## src/rtl/hog_pio_pkg.sv

```systemverilog
// Shared types and constants for the HOG result-word PIO transmit path.
// A PIO word is {req, last, data[29:0]}.
package hog_pio_pkg;

    typedef enum logic [1:0] {
        IDLE    = 2'd0,
        PRESENT = 2'd1,
        RELEASE = 2'd2
    } state_t;

    localparam int REQ_BIT  = 31;
    localparam int LAST_BIT = 30;
    localparam int DATA_W   = 30;
    localparam int WORD_W   = DATA_W + 1;

    function automatic logic [31:0] make_word(input logic req, input logic [WORD_W-1:0] word);
        return {req, word};
    endfunction

endpackage

```

## src/rtl/hog_sync_fifo.sv

```systemverilog
// Single-clock FIFO with full/empty/level status.
// Reset flushes the buffer by clearing the pointers and the occupancy count.
module hog_sync_fifo #(
    parameter int WIDTH = 31,
    parameter int DEPTH = 8
) (
    input  logic                     clk,
    input  logic                     reset,
    input  logic                     push,
    input  logic [WIDTH-1:0]         wdata,
    input  logic                     pop,
    output logic [WIDTH-1:0]         rdata,
    output logic                     full,
    output logic                     empty,
    output logic [$clog2(DEPTH):0]   level
);

    localparam int AW = $clog2(DEPTH);

    logic [WIDTH-1:0] mem_r [DEPTH];
    logic [AW-1:0]    wr_ptr_r;
    logic [AW-1:0]    rd_ptr_r;
    logic [AW:0]      level_r;
    logic             do_push_s;
    logic             do_pop_s;

    assign full      = (level_r == (AW+1)'(DEPTH));
    assign empty     = (level_r == {(AW+1){1'b0}});
    assign level     = level_r;
    assign rdata     = mem_r[rd_ptr_r];
    assign do_push_s = push & ~full;
    assign do_pop_s  = pop & ~empty;

    // Storage write; entries need no reset because the pointers define validity.
    always_ff @(posedge clk) begin
        if (do_push_s) begin
            mem_r[wr_ptr_r] <= wdata;
        end
    end

    // Pointer and occupancy bookkeeping.
    always_ff @(posedge clk) begin
        if (reset) begin
            wr_ptr_r <= {AW{1'b0}};
            rd_ptr_r <= {AW{1'b0}};
            level_r  <= {(AW+1){1'b0}};
        end else begin
            if (do_push_s) begin
                wr_ptr_r <= wr_ptr_r + AW'(1);
            end
            if (do_pop_s) begin
                rd_ptr_r <= rd_ptr_r + AW'(1);
            end
            case ({do_push_s, do_pop_s})
                2'b10:   level_r <= level_r + (AW+1)'(1);
                2'b01:   level_r <= level_r - (AW+1)'(1);
                default: level_r <= level_r;
            endcase
        end
    end

endmodule

```

## src/rtl/hog_pio_tx_ctrl.sv

```systemverilog
// Moves buffered HOG result words to the HPS over a 32-bit PIO using a
// four-phase req/ack handshake, with per-phase timeout and status counters.
module hog_pio_tx_ctrl
    import hog_pio_pkg::*;
#(
    parameter int FIFO_DEPTH     = 8,
    parameter int TIMEOUT_CYCLES = 1_000_000
) (
    input  logic                          clk,
    input  logic                          reset,
    input  logic [DATA_W-1:0]             s_data,
    input  logic                          s_last,
    input  logic                          s_valid,
    output logic                          s_ready,
    output logic [31:0]                   pio_out,
    input  logic                          pio_ack,
    input  logic                          clear_err,
    output logic                          timeout_err,
    output logic                          frame_done,
    output logic [15:0]                   words_sent,
    output logic [$clog2(FIFO_DEPTH):0]   fifo_level
);

    localparam int CNT_W = (TIMEOUT_CYCLES > 1) ? $clog2(TIMEOUT_CYCLES) : 1;
    localparam logic [CNT_W-1:0] TO_LAST = CNT_W'(TIMEOUT_CYCLES - 1);

    state_t              state_r;
    state_t              state_s;
    logic                ack_q_r;
    logic [CNT_W-1:0]    tmo_cnt_r;
    logic [31:0]         pio_out_r;
    logic                err_r;
    logic                frame_done_r;
    logic [15:0]         words_sent_r;

    logic                fifo_full_s;
    logic                fifo_empty_s;
    logic [WORD_W-1:0]   fifo_rdata_s;
    logic                push_s;
    logic                pop_s;
    logic                req_drop_s;
    logic                done_s;
    logic                tmo_s;
    logic                cnt_clr_s;
    logic                tmo_hit_s;

    assign s_ready     = ~fifo_full_s;
    assign push_s      = s_valid & ~fifo_full_s;
    assign pio_out     = pio_out_r;
    assign timeout_err = err_r;
    assign frame_done  = frame_done_r;
    assign words_sent  = words_sent_r;
    assign tmo_hit_s   = (tmo_cnt_r == TO_LAST);

    hog_sync_fifo #(
        .WIDTH (WORD_W),
        .DEPTH (FIFO_DEPTH)
    ) u_fifo (
        .clk   (clk),
        .reset (reset),
        .push  (push_s),
        .wdata ({s_last, s_data}),
        .pop   (pop_s),
        .rdata (fifo_rdata_s),
        .full  (fifo_full_s),
        .empty (fifo_empty_s),
        .level (fifo_level)
    );

    // Handshake sequencing; an acknowledge edge takes priority over a timeout in the same cycle.
    always_comb begin
        state_s    = state_r;
        pop_s      = 1'b0;
        req_drop_s = 1'b0;
        done_s     = 1'b0;
        tmo_s      = 1'b0;
        cnt_clr_s  = 1'b0;
        case (state_r)
            IDLE: begin
                if (!fifo_empty_s) begin
                    pop_s     = 1'b1;
                    cnt_clr_s = 1'b1;
                    state_s   = PRESENT;
                end else begin
                    state_s   = IDLE;
                end
            end
            PRESENT: begin
                if (ack_q_r) begin
                    req_drop_s = 1'b1;
                    cnt_clr_s  = 1'b1;
                    state_s    = RELEASE;
                end else if (tmo_hit_s) begin
                    tmo_s   = 1'b1;
                    state_s = IDLE;
                end else begin
                    state_s = PRESENT;
                end
            end
            RELEASE: begin
                if (!ack_q_r) begin
                    done_s  = 1'b1;
                    state_s = IDLE;
                end else if (tmo_hit_s) begin
                    tmo_s   = 1'b1;
                    state_s = IDLE;
                end else begin
                    state_s = RELEASE;
                end
            end
            default: begin
                state_s = IDLE;
            end
        endcase
    end

    // State register and single-stage ack capture.
    always_ff @(posedge clk) begin
        if (reset) begin
            state_r <= IDLE;
            ack_q_r <= 1'b0;
        end else begin
            state_r <= state_s;
            ack_q_r <= pio_ack;
        end
    end

    // Phase timer: restarts on entry to each handshake phase, idles at zero.
    always_ff @(posedge clk) begin
        if (reset) begin
            tmo_cnt_r <= {CNT_W{1'b0}};
        end else if (cnt_clr_s || (state_s == IDLE)) begin
            tmo_cnt_r <= {CNT_W{1'b0}};
        end else begin
            tmo_cnt_r <= tmo_cnt_r + CNT_W'(1);
        end
    end

    // PIO word: payload bits change only on a load, so data is stable while req is high.
    always_ff @(posedge clk) begin
        if (reset) begin
            pio_out_r <= 32'd0;
        end else if (pop_s) begin
            pio_out_r <= make_word(1'b1, fifo_rdata_s);
        end else if (req_drop_s || tmo_s) begin
            pio_out_r[REQ_BIT] <= 1'b0;
        end else begin
            pio_out_r <= pio_out_r;
        end
    end

    // Status: sticky timeout (set beats clear), frame pulse and completed-word count.
    always_ff @(posedge clk) begin
        if (reset) begin
            err_r        <= 1'b0;
            frame_done_r <= 1'b0;
            words_sent_r <= 16'd0;
        end else begin
            if (tmo_s) begin
                err_r <= 1'b1;
            end else if (clear_err) begin
                err_r <= 1'b0;
            end else begin
                err_r <= err_r;
            end
            frame_done_r <= done_s & pio_out_r[LAST_BIT];
            if (done_s) begin
                words_sent_r <= words_sent_r + 16'd1;
            end else begin
                words_sent_r <= words_sent_r;
            end
        end
    end

endmodule

```

## config.mk

```make
export PLATFORM = sky130hd
export DESIGN_NAME = hog_pio_tx_ctrl
export DESIGN_NICKNAME = d
export VERILOG_FILES = /design/src/rtl/hog_pio_pkg.sv /design/src/rtl/hog_sync_fifo.sv /design/src/rtl/hog_pio_tx_ctrl.sv
export SDC_FILE = /design/constraint.sdc
export NUM_CORES = 1
export LEC_CHECK = 0
export CAP_MARGIN = 5
export CORE_MARGIN = 5
export CORE_UTILIZATION = 52
export CTS_CLUSTER_DIAMETER = 30
export DETAILED_ROUTE_END_ITERATION = 6
export MAX_ROUTING_LAYER = met4
export PLACE_DENSITY_LB_ADDON = 0.2
export SYNTH_ARGS = -nofsm -noshare
export SYNTH_HDL_FRONTEND = slang
export SYNTH_SLANG_ARGS = --single-unit
```

## constraint.sdc

```tcl
create_clock -name clk -period 3.96 [get_ports clk]
set_input_delay 0.594 -clock clk [delete_from_list [all_inputs] [get_ports clk]]
set_output_delay 0.594 -clock clk [all_outputs]
set_load 0.03 [all_outputs]
```

# Word-level counts from Yosys, hierarchy flattened
# Memory sizes are Yosys's and may differ from the RTL's. A register that Yosys moved wholly into a read port is not among the register bits.
# Index checks and enable logic that the tools add are counted.
[totals] reg_bits=83 ram_bits=248 inputBits=36 output_inout_bits=55 word_cells=65 mem_count=1
[mem_list] memory="u_fifo.mem_r" depth=8 width=31 rd=1 rd_clocked_by_memory_dff=1 wr=1 line="hog_sync_fifo.sv:20" source="logic [WIDTH-1:0] mem_r [DEPTH];"
[op_classes] n_addsub=6 eq_ne=6 mux=26 bitwise_logic=6 reduce_logical=9
[op_table] operator="$mux W32" count=1
[op_table] operator="$add A20 B1 Y20 const B" count=1
[op_table] operator="$eq A20 B20 Y1 const B" count=1
[op_table] operator="$add A16 B1 Y16 const B" count=1
[op_table] operator="$mux W1" count=16
[op_table] operator="$pmux W4 S2" count=1
[op_table] operator="$add A3 B1 Y3 const B" count=2
[op_table] operator="$mux W2" count=3
[op_table] operator="$mux W3" count=2
[op_table] operator="$pmux W2 S3" count=1
[op_table] operator="$reduce_bool A2 Y1" count=3
[op_table] operator="$add A4 B1 Y4 const B" count=1
[op_table] operator="$and A1 B1 Y1" count=4
[op_table] operator="$eq A2 B1 Y1 const B" count=2
[op_table] operator="$eq A2 B2 Y1 const B" count=2
[op_table] operator="$eq A4 B4 Y1 const B" count=1
[op_table] operator="$logic_not A2 Y1" count=2
[op_table] operator="$logic_not A4 Y1" count=1
[op_table] operator="$pmux W1 S2" count=2
[op_table] operator="$sub A4 B1 Y4 const B" count=1
[op_table] operator="$logic_or A1 B1 Y1" count=2
[op_table] operator="$not A1 Y1" count=2
[op_table] operator="$reduce_or A2 Y1" count=1

# Logic depth before layout (Yosys ltp)
# Gate-level depths: netlist of run 1.
[logic_depth] depth_word=7 ltp_mapped=13

# By module
# A second synthesis of run 1 with hierarchy kept.
[unflattened] hier_cells=783 area_unflattened_um2=13135.1
[modules_own_cells] mod="hog_sync_fifo" instances=1 cells_per_inst=432 area_each_um2=10138.5
[modules_own_cells] mod="hog_pio_tx_ctrl" instances=1 cells_per_inst=351 area_each_um2=2996.6

# Worst setup path after synthesis of run 1
# No wires, ideal clock.
[synth_timing] kind="register to register" startpoint="reg u_fifo.level_r[0] (netlist: u_fifo.level[0])" endpoint="mem u_fifo.mem_r[0][0], enable pin" arrival_ps=3799 required_ps=3502 setup_slack_ps=-297 path_stages_with_launch=6 period_less_slack_ps=4257 cell_sequence="dfxtp_1 > or4b_2 > clkbuf_1 > nand2_1 > or2_2 > nor3_1"
[synth_via] elab_chain_cells=6
[synth_rtl] element="from (decl)" line="hog_sync_fifo.sv:23" source="logic [AW:0] level_r;"
[synth_rtl] element="from (signal assigned)" line="hog_sync_fifo.sv:46" source="level_r <= {(AW+1){1'b0}};"
[synth_rtl] element="from (signal assigned)" line="hog_sync_fifo.sv:55" source="2'b10: level_r <= level_r + (AW+1)'(1);"
[synth_rtl] element="from (signal assigned)" line="hog_sync_fifo.sv:56" source="2'b01: level_r <= level_r - (AW+1)'(1);"
[synth_rtl] element="$eq A4 B4 Y1 (*)" line="hog_sync_fifo.sv:27" source="assign full = (level_r == (AW+1)'(DEPTH));"
[synth_rtl] element="$not A1 Y1 (*)"
[synth_rtl] element="named net s_ready" line="hog_pio_tx_ctrl.sv:14" source="output logic s_ready,"
[synth_rtl] element="$and A1 B1 Y1" line="hog_pio_tx_ctrl.sv:48" source="assign push_s = s_valid & ~fifo_full_s;"
[synth_rtl] element="$and A1 B1 Y1 (*)" line="hog_sync_fifo.sv:31" source="assign do_push_s = push & ~full;"
[synth_rtl] element="$mux W1 (*)" line="hog_sync_fifo.sv:36" source="if (do_push_s) begin"
[synth_rtl] element="$mux W1 (not written as such) (*)" line="hog_sync_fifo.sv:37" source="mem_r[wr_ptr_r] <= wdata;"
[synth_rtl] element="to (decl)" line="hog_sync_fifo.sv:20"
# Mark *: on every way through the listed nets, which the timed path passes. The rest lies on a longest branch.

# Final worst setup path of run 1
[layout_timing] startpoint="reg u_fifo.level_r[0] (netlist: u_fifo.level[0])" endpoint="reg u_fifo.level_r[3] (netlist: u_fifo.level[3])"
[layout_via] elab_chain_cells=6 elab_cells_between_ends=15 cone_classes="2 x add/sub; 3 x eq/ne; 3 x mux; 5 x bitwise; 2 x reduce/logical"
[layout_rtl] element="$logic_not A4 Y1 or $eq A4 B4 Y1 (tied branches)" line="hog_sync_fifo.sv:28, hog_sync_fifo.sv:27"
[layout_rtl] element="$mux W1 or $not A1 Y1 (tied branches)" line="hog_pio_tx_ctrl.sv:80, hog_sync_fifo.sv:31, hog_pio_tx_ctrl.sv:48"
[layout_rtl] element="$mux W1 or $and A1 B1 Y1 (tied branches)" line="hog_pio_tx_ctrl.sv:78, hog_pio_tx_ctrl.sv:48"
[layout_rtl] element="$and A1 B1 Y1, on equally long branches" line="hog_sync_fifo.sv:32, hog_sync_fifo.sv:31"
[layout_rtl] element="$eq A2 B1 Y1 or $eq A2 B2 Y1 (tied branches)" line="hog_sync_fifo.sv:54" source="case ({do_push_s, do_pop_s})"
[layout_rtl] element="$pmux W4 S2 or $reduce_bool A2 Y1 (tied branches)"
# Parallel ways exist; a longest one is shown, timed or not.
# A chain may end at the register's enable or synchronous reset.

==> results of run 1 <==
## final cells by class
| cell class | count | share of cell area, % |
|---|---|---|
| clock buffers | 76 | 9.95 |
| clock inverters | 38 | 3.41 |
| inverters | 11 | 0.255 |
| multi-input cells | 378 | 20.7 |
| flip-flops and latches | 334 | 56.6 |
| well taps | 324 | 2.50 |
| repair buffers | 112 | 6.55 |
## registers in the layout, summed over array words and instances, names as in the netlist, named ones only
register	flops
pio_out	32
ack_q_r	1
state_r	2
u_fifo.rd_ptr_r	3
words_sent	16
frame_done	1
u_fifo.wr_ptr_r	3
u_fifo.mem_r	248
tmo_cnt_r	20
u_fifo.level	4
timeout_err	1
## worst register-to-register path, delay by kind of cell, from the launching register on
| family | cells | cell delay, ps |
|---|---|---|
| adder cells (fa/ha/maj) | 2 | 590 |
| flip-flops | 1 | 370 |
| buffers and inverters | 2 | 380 |
| AO/OA/AOI/OAI | 4 | 1110 |
| AND/OR/NAND/NOR | 1 | 490 |
## power by group
part	total, mW	internal [mW]	switching (mW)
clock network	5.39	3.72	1.67
registers	4.40	4.09	0.313
logic	2.47	1.09	1.38
total	12.3	8.91	3.36
## worst max path at each step
stage | endpoint | slack [ps] | cells past startpoint
5_1_grt | u_fifo.level[3] | 760 | 9
3_3_place_gp | u_fifo.mem_r[4][3] | 1120 | 5
3_5_place_dp | u_fifo.level[3] | 1040 | 9
2_1_floorplan | u_fifo.mem_r[6][0] | 540 | 5
6_report | u_fifo.level[3] | 960 | 9
4_1_cts | u_fifo.level[3] | 960 | 9
## per-layer routing
layer	share of wire, %	wire length [µm]
met5	0	0
met4	1.8	482
met3	7.0	1870
met2	48	12900
met1	43	11400
## placed cells by master (no fill, tap or decap), types with 4 or more instances in the layout
master / instances
or3_1: 4
bufinv_16: 13
o31ai_1: 6
ha_1: 11
mux4_2: 62
nand2_1: 19
nor2b_1: 4
nor4_1: 6
nor2_4: 6
xnor2_1: 15
o21ai_0: 6
edfxtp_1: 248
clkinv_2: 9
clkdlybuf4s50_1: 89
or4_1: 5
inv_1: 11
nand3_1: 17
clkinv_1: 5
dfxtp_1: 84
inv_6: 5
clkbuf_16: 61
buf_4: 22
nor3_1: 36
nand4_1: 10
clkbuf_1: 12
nor2_1: 73
xor2_1: 15
a21oi_1: 17
o22ai_1: 31
nand2b_1: 5
## metrics by stage
stage                     hold slack [ps]  util [%]
after CTS                             470      67.2
after global placement                460      58.2
final                                 468      67.2
after global routing                  504      67.2
after detailed placement              462      58.2
after floorplan                       454         -
## logic make-up after synthesis
family / Yosys count
AO/OA/AOI/OAI: 66
XOR/XNOR: 30
adder cells (fa/ha/maj): 12
buffers and inverters: 46
flip-flops: 334
multiplexers: 64
AND/OR/NAND/NOR: 206
==> summary.md, run 1 <==
| Metric | Value |
|---|---|
| Status | finished clean |
| Place WS | 1040 ps |
| Worst hold path endpoint | timeout_err |
| Post-Syn Instances | 758 |
| Footprint of the multi-input gates | 3360 µm² |
| Worst Hold Class | reg2reg |
| Full die area | 27,500 µm² |
| Crit path DAT | about 3500 ps |
| Most frequent cells after synthesis | 248 x edfxtp_1, 86 x dfxtp_1, 79 x nor2_1 |
| Worst reg2reg path depth | 9 |
| Pin slew with the least headroom to its limit | 1020 ps |
| Cell Count, Final, Fillers Out | 1,273 |
| Mux cell area share after synthesis | around 11% |
| Total GRT Usage | around a fifth |
| Die Height | 166 µm |
| R2r setup slk | between 900 and 1000 ps |
| RSZ-0062 raised after global routing | no |
| Post-DP Area | 14,000 µm² |
| Post-synth top flop | edfxtp_1 |
| Crit-path most repeated cell | a21oi_1 |
| Worst skew pair latency | 570 ps |
| Routed Antenna Nets | 0 |
| Mapped Area | 12,600 µm² |
| Post-synthesis compound-gate area fraction | 3.25% |
| Post-Synth Simple-Gate Area | 8.23% |
| Buf+Inv Stages, Crit Path | 2 |
| Post-synth top area share | between 50% and 60% |
| RR Startpoint | u_fifo.level[0] |
| Placed Instances | 1,159 |
| Final min period | 3000 ps |
| Vias in the first global route | ~7.7k |
| Clock-pin slew on the worst setup and hold paths | 50 ps |
| Register area | 9170 µm² |
| Largest net degree at the start of global routing | 41 |
| Clock skew | 27.5 ps |
| Worst setup EP type | flip-flop |
| GR Util met3 | between 4 and 5% |
| Core box area | 24,100 µm² |
| Post-synthesis xor/xnor area fraction | 2.08% |
| Synth Register Bits | 334 |
| Met1 Use GR | 27.2% |
| Top cells by area, synth | edfxtp_1 59%, dfxtp_1 14%, mux4_2 11% |
| Hold Path Cell Cnt | 2 |
| CP max stage cell | o41ai_2 |
| Fin worst setup slack | between 900 and 1000 ps |
| Row count | 57 |
| Crit path cell chain | o41ai_2 -> inv_1 -> buf_4 -> ha_1 -> ha_1 -> a21oi_1 -> a21oi_1 -> or4_1 -> a21oi_1 |
| Post-detail-place hpwl | 15,600 µm |
| Final cycle utilization of the critical path | 75.8% |
| Vias per cell | between 5 and 6 |
| Diodes inserted | 0 |
| H-tree depth | 2 |
| Leakage power | around 5.4 nW |
| # fillers | around 1.7k |
| Worst Setup Path Type | reg2reg |
| I/O pin cnt | 91 |
| Initial antenna violation count | 0 |
| Relative slew slack | between 30% and 40% |
| Port Buf Inserts | 90 |
| Synth area leader | edfxtp_1 |
| CP Launch Type | flip-flop |
| Syn_nets | 806 |
| Final TNS setup | 0 ps |
| Peak VDD IR | around 0.00055 V |
| Total CTS buffers | 60 |
| Pins Over Slew Limit | 0 |
| Largest delay share family, worst path | compound AO/OA/AOI/OAI gates |
| Crit path max fanout | 21 |
| DIE WIDTH | 166 µm |
| CTS tree | built |
| Highest clock rate | around 0.33 GHz |
| Sequential share of the synthesized area | between 70% and 80% |
| GRT Residual Overflow | 0 |
| Starting Density | 52.5% |
| Post-CTS Resized | 0 |
| Met2 Use GR | 31.4% |
| Fin nets | around 950 |
| Asr flop ratio synth | 0% |
| Crit path required time | 4430 ps |
| Most frequent cell after synthesis | edfxtp_1 |
| Overall power | 12.3 mW |
| Clock Tree Buf Depth | 3 |
| Min-delay src | timeout_err |
| Post-synth EDFFs | about 250 |
| Drt first pass iters | 5 |
| Main combinational cell family by area after synthesis | multiplexers |
| Fin area | 16,200 µm² |
| Biggest cell delay along the critical path | 620 ps |
| DRT iter0 DRCs | 647 |
| Post-Synth Adder-Cell Area | 1.25% |
| Synth unique cells | 45 |
| Worst reg2reg endpoint | u_fifo.level[3] |
| Max_cap viols | 0 |
| Routed WL | 26,700 µm |
| GR peak layer | met2 |
| Routed len/inst | 21.0 µm |
| Critical path origin | u_fifo.level[0] |
| Power Density | approximately 760 nW/µm² |
| Syn_area_per_cell | 16.7 µm² |
| Num Clock Sinks | 334 |
| CTS Hold Bufs | 0 |
| Fin. Hold Viols | 0 |
| Via count | 7,343 |
| Layout Area Growth over Synthesis | 28.1% |
| Global-route wire length before repair | 42,900 µm |
| DRC | 0 |
| # setup viols final | 0 |
| Fraction of layout cells with a size suffix above 1 | roughly 21% |
| Ys Warns | 0 |
| Root buffer cell | clkbuf_16 |
| Final Wtd Congestion | 0.835 |
| Post-CTS Setup Bufs | 0 |
No activity file was read; power rests on OpenSTA's default activity.
==> inputs of run 2 (changes only) <==
==> constraint.sdc (replaced) <==
create_clock -name clk -period 2.44 [get_ports clk]
set_input_delay 0.366 -clock clk [delete_from_list [all_inputs] [get_ports clk]]
set_output_delay 0.366 -clock clk [all_outputs]
set_load 0.03 [all_outputs]
==> summary.md, run 2 (synthesized netlist as in run 1, its figures left out) <==
| Metric | Value |
|---|---|
| Fin nets | 949 (+0.42%) |
| Largest net degree at the start of global routing | 37 (-9.8%) |
| # setup viols final | 0 (unchanged) |
| DIE WIDTH | 166 µm (unchanged) |
| Full die area | 27,500 µm² (unchanged) |
| Most frequent cells in the layout | 248 x edfxtp_1, 88 x clkdlybuf4s50_1, 80 x dfxtp_1 |
| Clock skew | 11.7 ps (-15.8 ps) |
| Post-detail-place hpwl | 15,800 µm (+1.5%) |
| Vias per cell | 5.61 (-2.7%) |
| GRT Residual Overflow | 0 (unchanged) |
| Crit path DAT | 2840 ps (-630 ps) |
| I/O pin cnt | 91 (unchanged) |
| Pins Over Slew Limit | 0 (unchanged) |
| Final Wtd Congestion | 0.791 (-5.2%) |
| Final min period | 2380 ps (-620 ps) |
| Global-route wire length before repair | 43,200 µm (+0.85%) |
| Total CTS buffers | 56 (-6.7%) |
| Fin area | 16,300 µm² (+0.45%) |
| Status | finished clean |
| DRC | 0 (unchanged) |
| Crit path max fanout | 6 (-71%) |
| Worst skew pair latency | 550 ps (-20 ps) |
| Clock power frac | 40.7% (-3.3 points) |
| Place WS | 59.5 ps (-982 ps) |
| Total GRT Usage | 20.5% (+0.45 points) |
| Power Density | 1190 nW/µm² (+57%) |
| Vias in the first global route | 7,829 (+2.1%) |
| DRT iter0 DRCs | 525 (-19%) |
| Sw Ratio | 28.0% (+0.58 points) |
| Crit path required time | 2900 ps (-1530 ps) |
| Comb pwr share | 22.8% (+2.7 points) |
| Fin worst setup slack | 58.2 ps (-900 ps) |
| CTS tree | built |
| Biggest register | u_fifo.mem_r |
| Starting Density | 52.5% (unchanged) |
| Peak VDD IR | 0.000857 V (+57%) |
| Row count | 57 (unchanged) |
| Routed WL | 27,200 µm (+1.7%) |
| Switching power | 5.40 mW (+61%) |
| Highest clock rate | 0.420 GHz (+26%) |
| Layout Area Growth over Synthesis | 28.7% |
| Number of flip-flops in the largest register | 248 (unchanged) |
| Core box area | 24,100 µm² (unchanged) |
| Sequential share of power | 36.5% (+0.6 points) |
| H-tree depth | 2 (unchanged) |
| CP Launch Type | flip-flop |
| Root buffer cell | clkbuf_16 |
| Relative slew slack | 53.8% (+22 points) |
| Worst Hold Class | in2reg |
| Fin. Hold Viols | 0 (unchanged) |
| CTS Hold Bufs | 0 (unchanged) |
| Pin slew with the least headroom to its limit | 693 ps (-331 ps) |
| Port Buf Inserts | 90 (unchanged) |
| Most common cell after layout, fill and taps aside | edfxtp_1 |
| RSZ-0062 raised after global routing | no |
| Via count | 7,150 (-2.6%) |
| Initial antenna violation count | 1 (+1) |
| Drt first pass iters | 5 (unchanged) |
| Die Height | 166 µm (unchanged) |
| Clock Tree Buf Depth | 3 (unchanged) |
| Routed len/inst | 21.3 µm (+1.6%) |
| Worst setup EP type | flip-flop |
| # fillers | 1,646 (-3.1%) |
| Routed Antenna Nets | 0 (unchanged) |
| Clock-pin slew on the worst setup and hold paths | 40 ps (about the same) |
| Overall power | 19.3 mW (+57%) |
| Final cycle utilization of the critical path | 97.6% (+22 points) |
| Worst Setup Path Type | reg2reg |
| Fraction of layout cells with a size suffix above 1 | 22.8% (+1.3 points) |
| Num Clock Sinks | 334 (unchanged) |
| Max_cap viols | 0 (unchanged) |
| Int Pwr | 13.9 mW (+56%) |
| Leakage power | 5.32 nW (-0.52%) |
| Post-DP Area | 14,300 µm² (+1.9%) |
run 2: cell types whose count changed in the layout (fill, tap and decap cells not counted), sizes merged, moves of 2 or more:
cell,change
clkbuf,+2
clkinv,-3
clkinvlp,+3
buf,+8
bufinv,-7
inv,-3
run 2: critical path: stages (launching register included):
cell     delay [ps]
dfxtp_4         370
or4b_4          590
nand2_4         110
ha_4            150
ha_4            220
a21oi_2         140
a21oi_1         100
or4_1           460
a21oi_1         160
run 2: per-layer routing:
metal  global-route usage, %  part of all wire [%]  wire, µm
met5                       -                     0         0
met4                    7.71                   2.9       790
met3                    3.78                   5.1      1380
met2                    34.6                    52     14200
met1                    24.9                    40     10800
run 2: layout make-up:
class                      count  area, µm²  area share [%]
timing repair buffer         120       1280            7.88
antenna                        1       2.50          0.0154
inverter                      11       41.3           0.254
multi-input combinational    378       3410            20.9
clock inverter                28        333            2.04
sequential                   334       9190            56.4
clock buffer                  78       1620            9.94
tap                          324        405            2.49
run 2: power groups by stage:
stage	logic, mW	clock network [mW]	registers [mW]
final	4.41	7.86	7.04
after global routing	4.79	8.29	7.11
after CTS	4.44	7.97	7.06
after detailed placement	4.40	0	7.15
after global placement	4.29	0	7.11
after floorplan	2.47	0	7.50
run 2: worst paths after layout:
check,from,end,slack (ps),cells after the start
setup reg to reg,u_fifo.level[0],u_fifo.level[3],60,8
hold / removal,reset,words_sent[13],120,2
setup / recovery,u_fifo.level[0],u_fifo.level[3],60,8
hold reg to reg,pio_out[29],pio_out[29],480,2
run 2: what timing repair did:
action	CTS	global route
gates resized for setup	1	0
setup endpoints to repair	1	1
pin swaps	0	1
buffers inserted	0	2
cloned	0	0
run 2: stage by stage:
stage / instances / hold slack (ps) / utilization, % / setup TNS (ps)
after floorplan: 758 / 454 / - / -2060
after global placement: 1165 / 463 / 59.4 / 0
after detailed placement: 1165 / 480 / 59.4 / 0
after CTS: 1271 / 83.5 / 67.5 / 0
after global routing: 1274 / 117 / 67.5 / 0
final: 1274 / 116 / 67.5 / 0
